<file path="src/rtl/synth_pkg.sv">
// Shared types for the polyphony scheduler: voice/allocator states and the captured note event.
package synth_pkg;

  localparam int NOTE_BITS = 8;
  localparam int VEL_BITS  = 8;

  typedef enum logic [1:0] {V_IDLE, V_ACTIVE, V_RELEASE} voice_state_e;
  typedef enum logic [1:0] {A_IDLE, A_SCAN, A_APPLY} alloc_state_e;

  typedef struct packed {
    logic                 on;
    logic [NOTE_BITS-1:0] note;
    logic [VEL_BITS-1:0]  velocity;
  } note_event_t;

endpackage

</file>
<file path="src/rtl/voice_slot.sv">
// One voice: state, volume, pitch, age and release-tail timer, driven by allocator strobes.
module voice_slot
  import synth_pkg::*;
#(
  parameter int VOLUME_BITS    = 8,
  parameter int FREQ_RES_BITS  = 8,
  parameter int RELEASE_CYCLES = 65536,
  parameter int AGE_BITS       = 4
) (
  input  logic                     mclk,
  input  logic                     rst,
  input  logic                     alloc_i,
  input  logic [VOLUME_BITS-1:0]   vol_i,
  input  logic [FREQ_RES_BITS-1:0] freq_i,
  input  logic                     release_i,
  input  logic                     age_inc_i,
  output voice_state_e             state_o,
  output logic [VOLUME_BITS-1:0]   volume_o,
  output logic [FREQ_RES_BITS-1:0] freq_o,
  output logic [AGE_BITS-1:0]      age_o
);

  localparam int TIMER_BITS = $clog2(RELEASE_CYCLES + 1);
  localparam logic [TIMER_BITS-1:0] TIMER_INIT = TIMER_BITS'(RELEASE_CYCLES);
  localparam logic [AGE_BITS-1:0]   AGE_MAX    = '1;

  voice_state_e             state_q;
  logic [VOLUME_BITS-1:0]   volume_q;
  logic [FREQ_RES_BITS-1:0] freq_q;
  logic [AGE_BITS-1:0]      age_q;
  logic [TIMER_BITS-1:0]    timer_q;

  always_ff @(posedge mclk or posedge rst) begin
    if (rst) begin
      state_q  <= V_IDLE;
      volume_q <= '0;
      freq_q   <= '0;
      age_q    <= '0;
      timer_q  <= '0;
    end else begin
      if (timer_q != '0) timer_q <= timer_q - 1'b1;
      // Allocation outranks release and timer expiry landing on the same edge.
      if (alloc_i) begin
        state_q  <= V_ACTIVE;
        volume_q <= vol_i;
        freq_q   <= freq_i;
        age_q    <= '0;
        timer_q  <= '0;
      end else begin
        if (release_i && state_q == V_ACTIVE) begin
          state_q  <= V_RELEASE;
          volume_q <= '0;
          timer_q  <= TIMER_INIT;
        end else if (state_q == V_RELEASE && timer_q == TIMER_BITS'(1)) begin
          state_q <= V_IDLE;
        end
        if (age_inc_i && state_q != V_IDLE && age_q != AGE_MAX) age_q <= age_q + 1'b1;
      end
    end
  end

  assign state_o  = state_q;
  assign volume_o = volume_q;
  assign freq_o   = freq_q;
  assign age_o    = age_q;

endmodule

</file>
<file path="src/rtl/voice_allocator.sv">
// Polyphony scheduler: accepts note events, scans voices one per cycle, then applies one allocation.
module voice_allocator
  import synth_pkg::*;
#(
  parameter int NUM_VOICES     = 8,
  parameter int VOLUME_BITS    = VEL_BITS,
  parameter int FREQ_RES_BITS  = NOTE_BITS,
  parameter int RELEASE_CYCLES = 65536,
  parameter int AGE_BITS       = 4
) (
  input  logic                                mclk,
  input  logic                                rst,
  input  logic                                ev_valid,
  output logic                                ev_ready,
  input  logic                                ev_on,
  input  logic [FREQ_RES_BITS-1:0]            ev_note,
  input  logic [VOLUME_BITS-1:0]              ev_velocity,
  input  logic                                all_notes_off,
  output logic [NUM_VOICES*VOLUME_BITS-1:0]   voice_volume,
  output logic [NUM_VOICES*FREQ_RES_BITS-1:0] voice_freq,
  output logic [NUM_VOICES-1:0]               voice_busy,
  output logic                                steal_pulse
);

  localparam int IDX_BITS = $clog2(NUM_VOICES);
  localparam logic [IDX_BITS-1:0] LAST_IDX = IDX_BITS'(NUM_VOICES - 1);

  voice_state_e             slot_state [NUM_VOICES];
  logic [VOLUME_BITS-1:0]   slot_vol   [NUM_VOICES];
  logic [FREQ_RES_BITS-1:0] slot_freq  [NUM_VOICES];
  logic [AGE_BITS-1:0]      slot_age   [NUM_VOICES];
  logic [NUM_VOICES-1:0]    alloc_vec, release_vec, age_inc_vec;

  alloc_state_e         fsm_q;
  logic                 ready_q, steal_q;
  note_event_t          ev_q;
  logic [IDX_BITS-1:0]  scan_idx_q;
  logic                 match_found_q, idle_found_q, rel_found_q, act_found_q;
  logic [IDX_BITS-1:0]  match_idx_q, idle_idx_q, rel_idx_q, act_idx_q;
  logic [AGE_BITS-1:0]  rel_age_q, act_age_q;

  logic                 accept, is_note_on, do_apply, steal_d;
  logic [IDX_BITS-1:0]  target_d;
  voice_state_e         cur_state;
  logic [FREQ_RES_BITS-1:0] cur_freq;
  logic [AGE_BITS-1:0]  cur_age;

  assign ev_ready   = ready_q & ~all_notes_off;
  assign accept     = ev_valid & ev_ready;
  assign is_note_on = ev_q.on && ev_q.velocity != '0;
  assign do_apply   = fsm_q == A_APPLY && !all_notes_off;
  assign cur_state  = slot_state[scan_idx_q];
  assign cur_freq   = slot_freq[scan_idx_q];
  assign cur_age    = slot_age[scan_idx_q];

  // Later assignments override earlier ones, so the last match below has highest priority.
  always_comb begin
    target_d = act_idx_q;
    steal_d  = is_note_on && act_found_q;
    if (rel_found_q)   begin target_d = rel_idx_q;   steal_d = 1'b0; end
    if (idle_found_q)  begin target_d = idle_idx_q;  steal_d = 1'b0; end
    if (match_found_q) begin target_d = match_idx_q; steal_d = 1'b0; end
  end

  always_ff @(posedge mclk or posedge rst) begin
    if (rst) begin
      fsm_q         <= A_IDLE;
      ready_q       <= 1'b0;
      steal_q       <= 1'b0;
      ev_q          <= '0;
      scan_idx_q    <= '0;
      match_found_q <= 1'b0;
      idle_found_q  <= 1'b0;
      rel_found_q   <= 1'b0;
      act_found_q   <= 1'b0;
      match_idx_q   <= '0;
      idle_idx_q    <= '0;
      rel_idx_q     <= '0;
      act_idx_q     <= '0;
      rel_age_q     <= '0;
      act_age_q     <= '0;
    end else begin
      steal_q <= 1'b0;
      if (all_notes_off) begin
        fsm_q   <= A_IDLE;
        ready_q <= 1'b0;
      end else begin
        case (fsm_q)
          A_IDLE: begin
            if (accept) begin
              ev_q          <= '{on: ev_on, note: ev_note, velocity: ev_velocity};
              fsm_q         <= A_SCAN;
              ready_q       <= 1'b0;
              scan_idx_q    <= '0;
              match_found_q <= 1'b0;
              idle_found_q  <= 1'b0;
              rel_found_q   <= 1'b0;
              act_found_q   <= 1'b0;
            end else begin
              ready_q <= 1'b1;
            end
          end
          A_SCAN: begin
            // Strict comparisons keep the lowest index on ties.
            if (cur_state != V_IDLE && cur_freq == ev_q.note && !match_found_q) begin
              match_found_q <= 1'b1;
              match_idx_q   <= scan_idx_q;
            end
            if (cur_state == V_IDLE && !idle_found_q) begin
              idle_found_q <= 1'b1;
              idle_idx_q   <= scan_idx_q;
            end
            if (cur_state == V_RELEASE && (!rel_found_q || cur_age > rel_age_q)) begin
              rel_found_q <= 1'b1;
              rel_idx_q   <= scan_idx_q;
              rel_age_q   <= cur_age;
            end
            if (cur_state == V_ACTIVE && (!act_found_q || cur_age > act_age_q)) begin
              act_found_q <= 1'b1;
              act_idx_q   <= scan_idx_q;
              act_age_q   <= cur_age;
            end
            if (scan_idx_q == LAST_IDX) fsm_q <= A_APPLY;
            else                        scan_idx_q <= scan_idx_q + 1'b1;
          end
          A_APPLY: begin
            fsm_q   <= A_IDLE;
            steal_q <= steal_d;
          end
          default: fsm_q <= A_IDLE;
        endcase
      end
    end
  end

  assign steal_pulse = steal_q;

  for (genvar gi = 0; gi < NUM_VOICES; gi++) begin : g_voice
    assign alloc_vec[gi]   = do_apply && is_note_on && target_d == IDX_BITS'(gi);
    assign age_inc_vec[gi] = do_apply && is_note_on && target_d != IDX_BITS'(gi);
    assign release_vec[gi] = all_notes_off ||
                             (do_apply && !is_note_on && slot_freq[gi] == ev_q.note);

    voice_slot #(
      .VOLUME_BITS   (VOLUME_BITS),
      .FREQ_RES_BITS (FREQ_RES_BITS),
      .RELEASE_CYCLES(RELEASE_CYCLES),
      .AGE_BITS      (AGE_BITS)
    ) u_slot (
      .mclk     (mclk),
      .rst      (rst),
      .alloc_i  (alloc_vec[gi]),
      .vol_i    (ev_q.velocity),
      .freq_i   (ev_q.note),
      .release_i(release_vec[gi]),
      .age_inc_i(age_inc_vec[gi]),
      .state_o  (slot_state[gi]),
      .volume_o (slot_vol[gi]),
      .freq_o   (slot_freq[gi]),
      .age_o    (slot_age[gi])
    );

    assign voice_volume[gi*VOLUME_BITS +: VOLUME_BITS]     = slot_vol[gi];
    assign voice_freq[gi*FREQ_RES_BITS +: FREQ_RES_BITS]   = slot_freq[gi];
    assign voice_busy[gi]                                  = slot_state[gi] != V_IDLE;
  end

endmodule

</file>
<file path="config.mk">
export PLATFORM = sky130hd
export DESIGN_NAME = voice_allocator
export DESIGN_NICKNAME = d
export VERILOG_FILES = /design/src/rtl/synth_pkg.sv /design/src/rtl/voice_slot.sv /design/src/rtl/voice_allocator.sv
export SDC_FILE = /design/constraint.sdc
export NUM_CORES = 1
export LEC_CHECK = 0
export CAP_MARGIN = 0
export CELL_PAD_IN_SITES_DETAIL_PLACEMENT = 0
export CELL_PAD_IN_SITES_GLOBAL_PLACEMENT = 1
export CORE_UTILIZATION = 49
export CTS_CLUSTER_SIZE = 8
export DETAILED_ROUTE_END_ITERATION = 8
export PLACE_DENSITY_LB_ADDON = 0.1
export SYNTH_ARGS = -nofsm -noshare
export SYNTH_HDL_FRONTEND = slang
export SYNTH_SLANG_ARGS = --single-unit
</file>
<file path="constraint.sdc">
create_clock -name mclk -period 19 [get_ports mclk]
set_input_delay 3.8 -clock mclk [delete_from_list [all_inputs] [get_ports mclk]]
set_output_delay 3.8 -clock mclk [all_outputs]
set_load 0.1 [all_outputs]
</file>
==> Word-level counts from Yosys, hierarchy flattened <==
Cells that the tools add are included.
W data, S select, Z words.
{ "word_totals": {"reg_bits": 360, "output_inout_bits": 138} }
{ "classes": {"add_sub_neg": 17, "magnitude_cmp": 3, "n_eq_ne": 68, "mux": 116, "n_bitwise": 4, "n_reduce_logical": 149} }
{ "ops": {"columns": ["cell", "n"], "rows": [
  ["$mux W17", 24],
  ["$mux W8", 18],
  ["$eq A17 B1 Y1 const B", 8],
  ["$reduce_bool A17 Y1", 8],
  ["$sub A17 B1 Y17 const B", 8],
  ["$eq A8 B8 Y1", 9],
  ["$mux W4", 18],
  ["$logic_and A1 B1 Y1", 66],
  ["$mux W2", 29],
  ["$reduce_bool A2 Y1", 27],
  ["$reduce_bool A3 Y1", 17],
  ["$add A4 B1 Y4 const B", 8],
  ["$ne A4 B4 Y1 const B", 8],
  ["$bmux W8 S3", 1],
  ["$eq A2 B1 Y1 const B", 10],
  ["$eq A2 B2 Y1 const B", 10],
  ["$reduce_and A4 Y1", 5],
  ["$ne A3 B3 Y1 const B", 6],
  ["$eq A3 B3 Y1 const B", 5],
  ["$mux W3", 5],
  ["$reduce_and A3 Y1", 5],
  ["$mux W1", 13],
  ["$bmux W4 S3", 1],
  ["$ne A2 B2 Y1 const B", 6],
  ["20 further kinds", 42]
]} }

==> Longest topological paths before layout <==
{ "logic_depth": {"word_depth": 9, "depth_mapped": 14, "ltp_nobuf": 11} }

==> By module <==
From an unflattened synthesis, not the netlist that was laid out.
{ "hier_totals": {"hier_cells": 1701, "hier_area_um2": 19264.7} }
{ "modules_own_cells": {"columns": ["module", "n_inst", "cells_each", "area_per_inst_um2", "seq_area_each_um2"], "rows": [
  ["voice_slot", 8, 163, 1876.8, 975.9],
  ["voice_allocator", 1, 397, 4250.3, 1201.2]
]} }

==> Least setup slack after synthesis <==
No wires, ideal clock.
{ "synth_timing": {"kind": "input port to output port", "startpoint": "in all_notes_off", "endpoint": "out ev_ready", "arrival_ns": 5.329, "t_required_ns": 15.200, "setup_slack_ns": 9.871, "cell_stages": 2, "path_buffers": 1, "cell_sequence": "clkbuf_1 > nor2b_1"} }
{ "synth_via": {"elab_chain_len": 2} }
{ "synth_lines": {"columns": ["item", "line", "source"], "rows": [
  ["from (decl)", "voice_allocator.sv:18", "input logic all_notes_off,"],
  ["$not A1 Y1 (no source line)", null, null],
  ["$and A1 B1 Y1", "voice_allocator.sv:48", "assign ev_ready = ready_q & ~all_notes_off;"],
  ["to (decl)", "voice_allocator.sv:14", "output logic ev_ready,"]
]} }
No other way between the ends.

==> Worst setup path after layout <==
Same ends and word-level chain as after synthesis.

==> results.toml <==
[status]
run_status = "completed"

[worst_hold_path]
min-delay-start = "idle_idx_q[2]$_DFFE_PP0P_"
worstHoldPathType = "register to register"

[die]
floorplan.core_area_mm2 = 0.0370
dieWidth_um = 197
die_footprint_mm2 = 0.0386
floorplan.die.height_um = 197
starting_density_pct = 50.2
pin_count = 159
num_rows = 70

[power_and_ir_drop]
clock_power_share_pct = 41.5
powerDensity_mw_per_mm2 = 87.5
comb_power_share_pct = 10.3
power.share.sequential_pct = 48.2
p_leak_uw = 0.00923
p_int_uw = 1370
vdd_ir_drop_max_mv = 0.0625
switching_share_pct = 28.1
net-switching-power_uw = 535

[sta]
tns_ps = 0
finalWorstPathRequiredPeriod_ps = 9700
final_number_of_setup_violating_endpoints = 0
grt_setup_unrepaired = "no"
slew-limit-headroom_pct = 28.6
maxClockFrequency_mhz = 103
finalHoldViolations = 0
min_period_over_period_pct = 51.0
worst_slew_pin_slew_ps = 1070
clock-skew-final_ps = 16.3
maxSlewViolCount = 0

[detailed_routing]
drtIter0Drc = 971
firstDrtPassIters = 5
total_number_of_vias = 14274
drt_wl_total_um = 50500
routed_wire_length_per_instance_um = 19.8
detail_route.drc_violations = 0
ant_nets = 0
drt-vias-per-instance = 5.59

[final_layout]
area.growth.synth_to_final_pct = 17.4
final_common_cell = "sky130_fd_sc_hd__nand2_1"
layout-drive-gt1-share_pct = 8.54
layout.core_utilization_pct = 58.9
antenna-diode-count = 0
nNetsFinal = 2110
layout.cells.most_common_list = "sky130_fd_sc_hd__nand2_1, sky130_fd_sc_hd__dfrtp_1, sky130_fd_sc_hd__nor2_1"

[global_route]
total_congestion_overflow = 0
global_route_wire_length_before_repair_um = 81200
grt_antenna_before_repair = 0
gr-usage-all-layers_pct = 27.1
grt_start_max_net_pins = 160
via_count_of_the_first_global_routing_pass = 14188

[synth]
yosys_warnings = 0
post_synthesis_async_set_or_reset_flop_share_pct = 100
netlist-cell-type-count = 66
synth_nets = 1975
post_synth_instance_area_mm2 = 0.0185
ys_seq_elements = 360
synth.top_cells.by_area = "sky130_fd_sc_hd__dfrtp_1, sky130_fd_sc_hd__nand2_1, sky130_fd_sc_hd__xor2_1"
ys_seq_area_share_pct = 48.6
leading_area_contributor_after_synthesis = "sky130_fd_sc_hd__dfrtp_1"
synth.top_cell.area_share_pct = 48.6
synth_area_per_cell_um2 = 9.70
count_of_flip_flops_with_a_built_in_enable_after_synthesis = 0
netlist_instances = 1912
yosys_most_used_dff = "sky130_fd_sc_hd__dfrtp_1"

[clocking]
cts_setup_buffers = 0
tritoncts.num_buffers = 50
clock_latency_ps = 580
cts_tree = "yes"
clk_path_buf_depth = 3
numClockSinks = 360
number_of_buffers_inserted_for_hold_repair_after_clock_tree_synthesis = 0
cts.root.buffer_cell = "sky130_fd_sc_hd__clkbuf_16"
cts-resized-gates = 0
h_tree_level_count = 2
path_clk_slew_ps = 50

[place]
place.detailed.hpwl_um = 34100
gp_congestion = 0.830
numPortBuffers = 158

[critical_path]
critPathKind = "input port to output pin"
worstSetupStartpointType = "input port"
critPathRequiredTime_ps = 15200
reg2reg_from = "scan_idx_q[0]$_DFFE_PP0P_"
source_of_the_critical_timing_path = "all_notes_off"
top_fanout_value_on_the_critical_path = 12
crit_end_category = "output pin"
arrival_ps = 5900

[run]
cap_violations = 0
-- synthesized netlist by cell type, drive strengths merged, types with 19 or more instances --
cell,number
nor3,40
xnor2,64
mux2,37
a21oi,25
inv,37
clkbuf,47
nor2,236
buf,50
nand3,44
mux4,22
or3,19
or2,20
nor4,35
mux2i,39
nand2,396
xor2,138
nand4,22
dfrtp,360
ha,42
o21ai,84
-- power groups by stage --
stage / sequential, uW / clock (uW) / combinational [uW]
floorplan: 856 / 0 / 199
global placement: 928 / 0 / 193
detailed placement: 930 / 0 / 196
CTS: 918 / 809 / 197
global route: 926 / 839 / 218
finish: 918 / 790 / 196
-- per-layer routing --
metal  up-vias  track usage (%)  share of wire, %  wire length, um
met2       380             41.5                45            22900
met3        81             5.44               6.9             3460
met5         -                0                 0                0
met1      7134             38.7                45            22900
met4         0             8.33               2.4             1210
li1       6679                -                 -                -
-- through the flow --
step / total power [uW] / cells / hold slack, ps / setup slack, ps / instance area [um^2]
6_report: 1900 / 2553 / 494 / 9300 / 21800
4_1_cts: 1920 / 2553 / 498 / 9310 / 21800
3_3_place_gp: 1120 / 2499 / 467 / 9300 / 20500
3_5_place_dp: 1130 / 2499 / 486 / 9310 / 20500
2_1_floorplan: 1060 / 1912 / 449 / 5210 / 18500
5_1_grt: 1980 / 2553 / 520 / 9270 / 21800
-- registers in the layout, indices dropped and copies added, names as in the netlist, 4 cells and up --
name	count
g_voice.u_slot.state_o	16
rel_age_q	4
g_voice.u_slot.age_o	32
g_voice.u_slot.volume_o	64
g_voice.u_slot.freq_o	64
act_age_q	4
g_voice.u_slot.timer_q	136
ev_q	17
-- cell families after synthesis --
family | count (synthesis) | share of synthesized area (%)
buffers and inverters | 135 | 3.39
multiplexers | 98 | 7.02
AND/OR/NAND/NOR | 906 | 22.7
adder cells (fa/ha/maj) | 42 | 2.83
flip-flops | 360 | 48.6
AO/OA/AOI/OAI | 169 | 5.92
XOR/XNOR | 202 | 9.54
-- final cells by class --
cell class | count | area (um^2)
well taps | 504 | 631
clock inverters | 2 | 28.8
flip-flops and latches | 360 | 9010
clock buffers | 52 | 1280
multi-input cells | 1417 | 8910
inverters | 38 | 150
repair buffers | 180 | 1760
fillers | 3262 | 15200
-- path summary, 6_finish.rpt --
path                       cells past startpoint  slack, ps                                   endpoint
min                                            2        490                  idle_idx_q[2]$_DFFE_PP0P_
min in group asynchronous                      2       3830  g_voice[3].u_slot.timer_q[10]$_DFFE_PP0P_
min reg2reg                                    2        490                  idle_idx_q[2]$_DFFE_PP0P_
max reg2reg                                   11      15400                   act_idx_q[1]$_DFFE_PP0P_
max                                            3       9300                                   ev_ready
max in group asynchronous                      3      13650  g_voice[1].u_slot.volume_o[7]$_DFFE_PP0P_
-- worst max-delay path: stages --
cell	delay, ps
sky130_fd_sc_hd__clkdlybuf4s50_1	730
sky130_fd_sc_hd__nor2b_1	220
sky130_fd_sc_hd__clkdlybuf4s50_1	1150
Power figures use the tool's default switching activity.
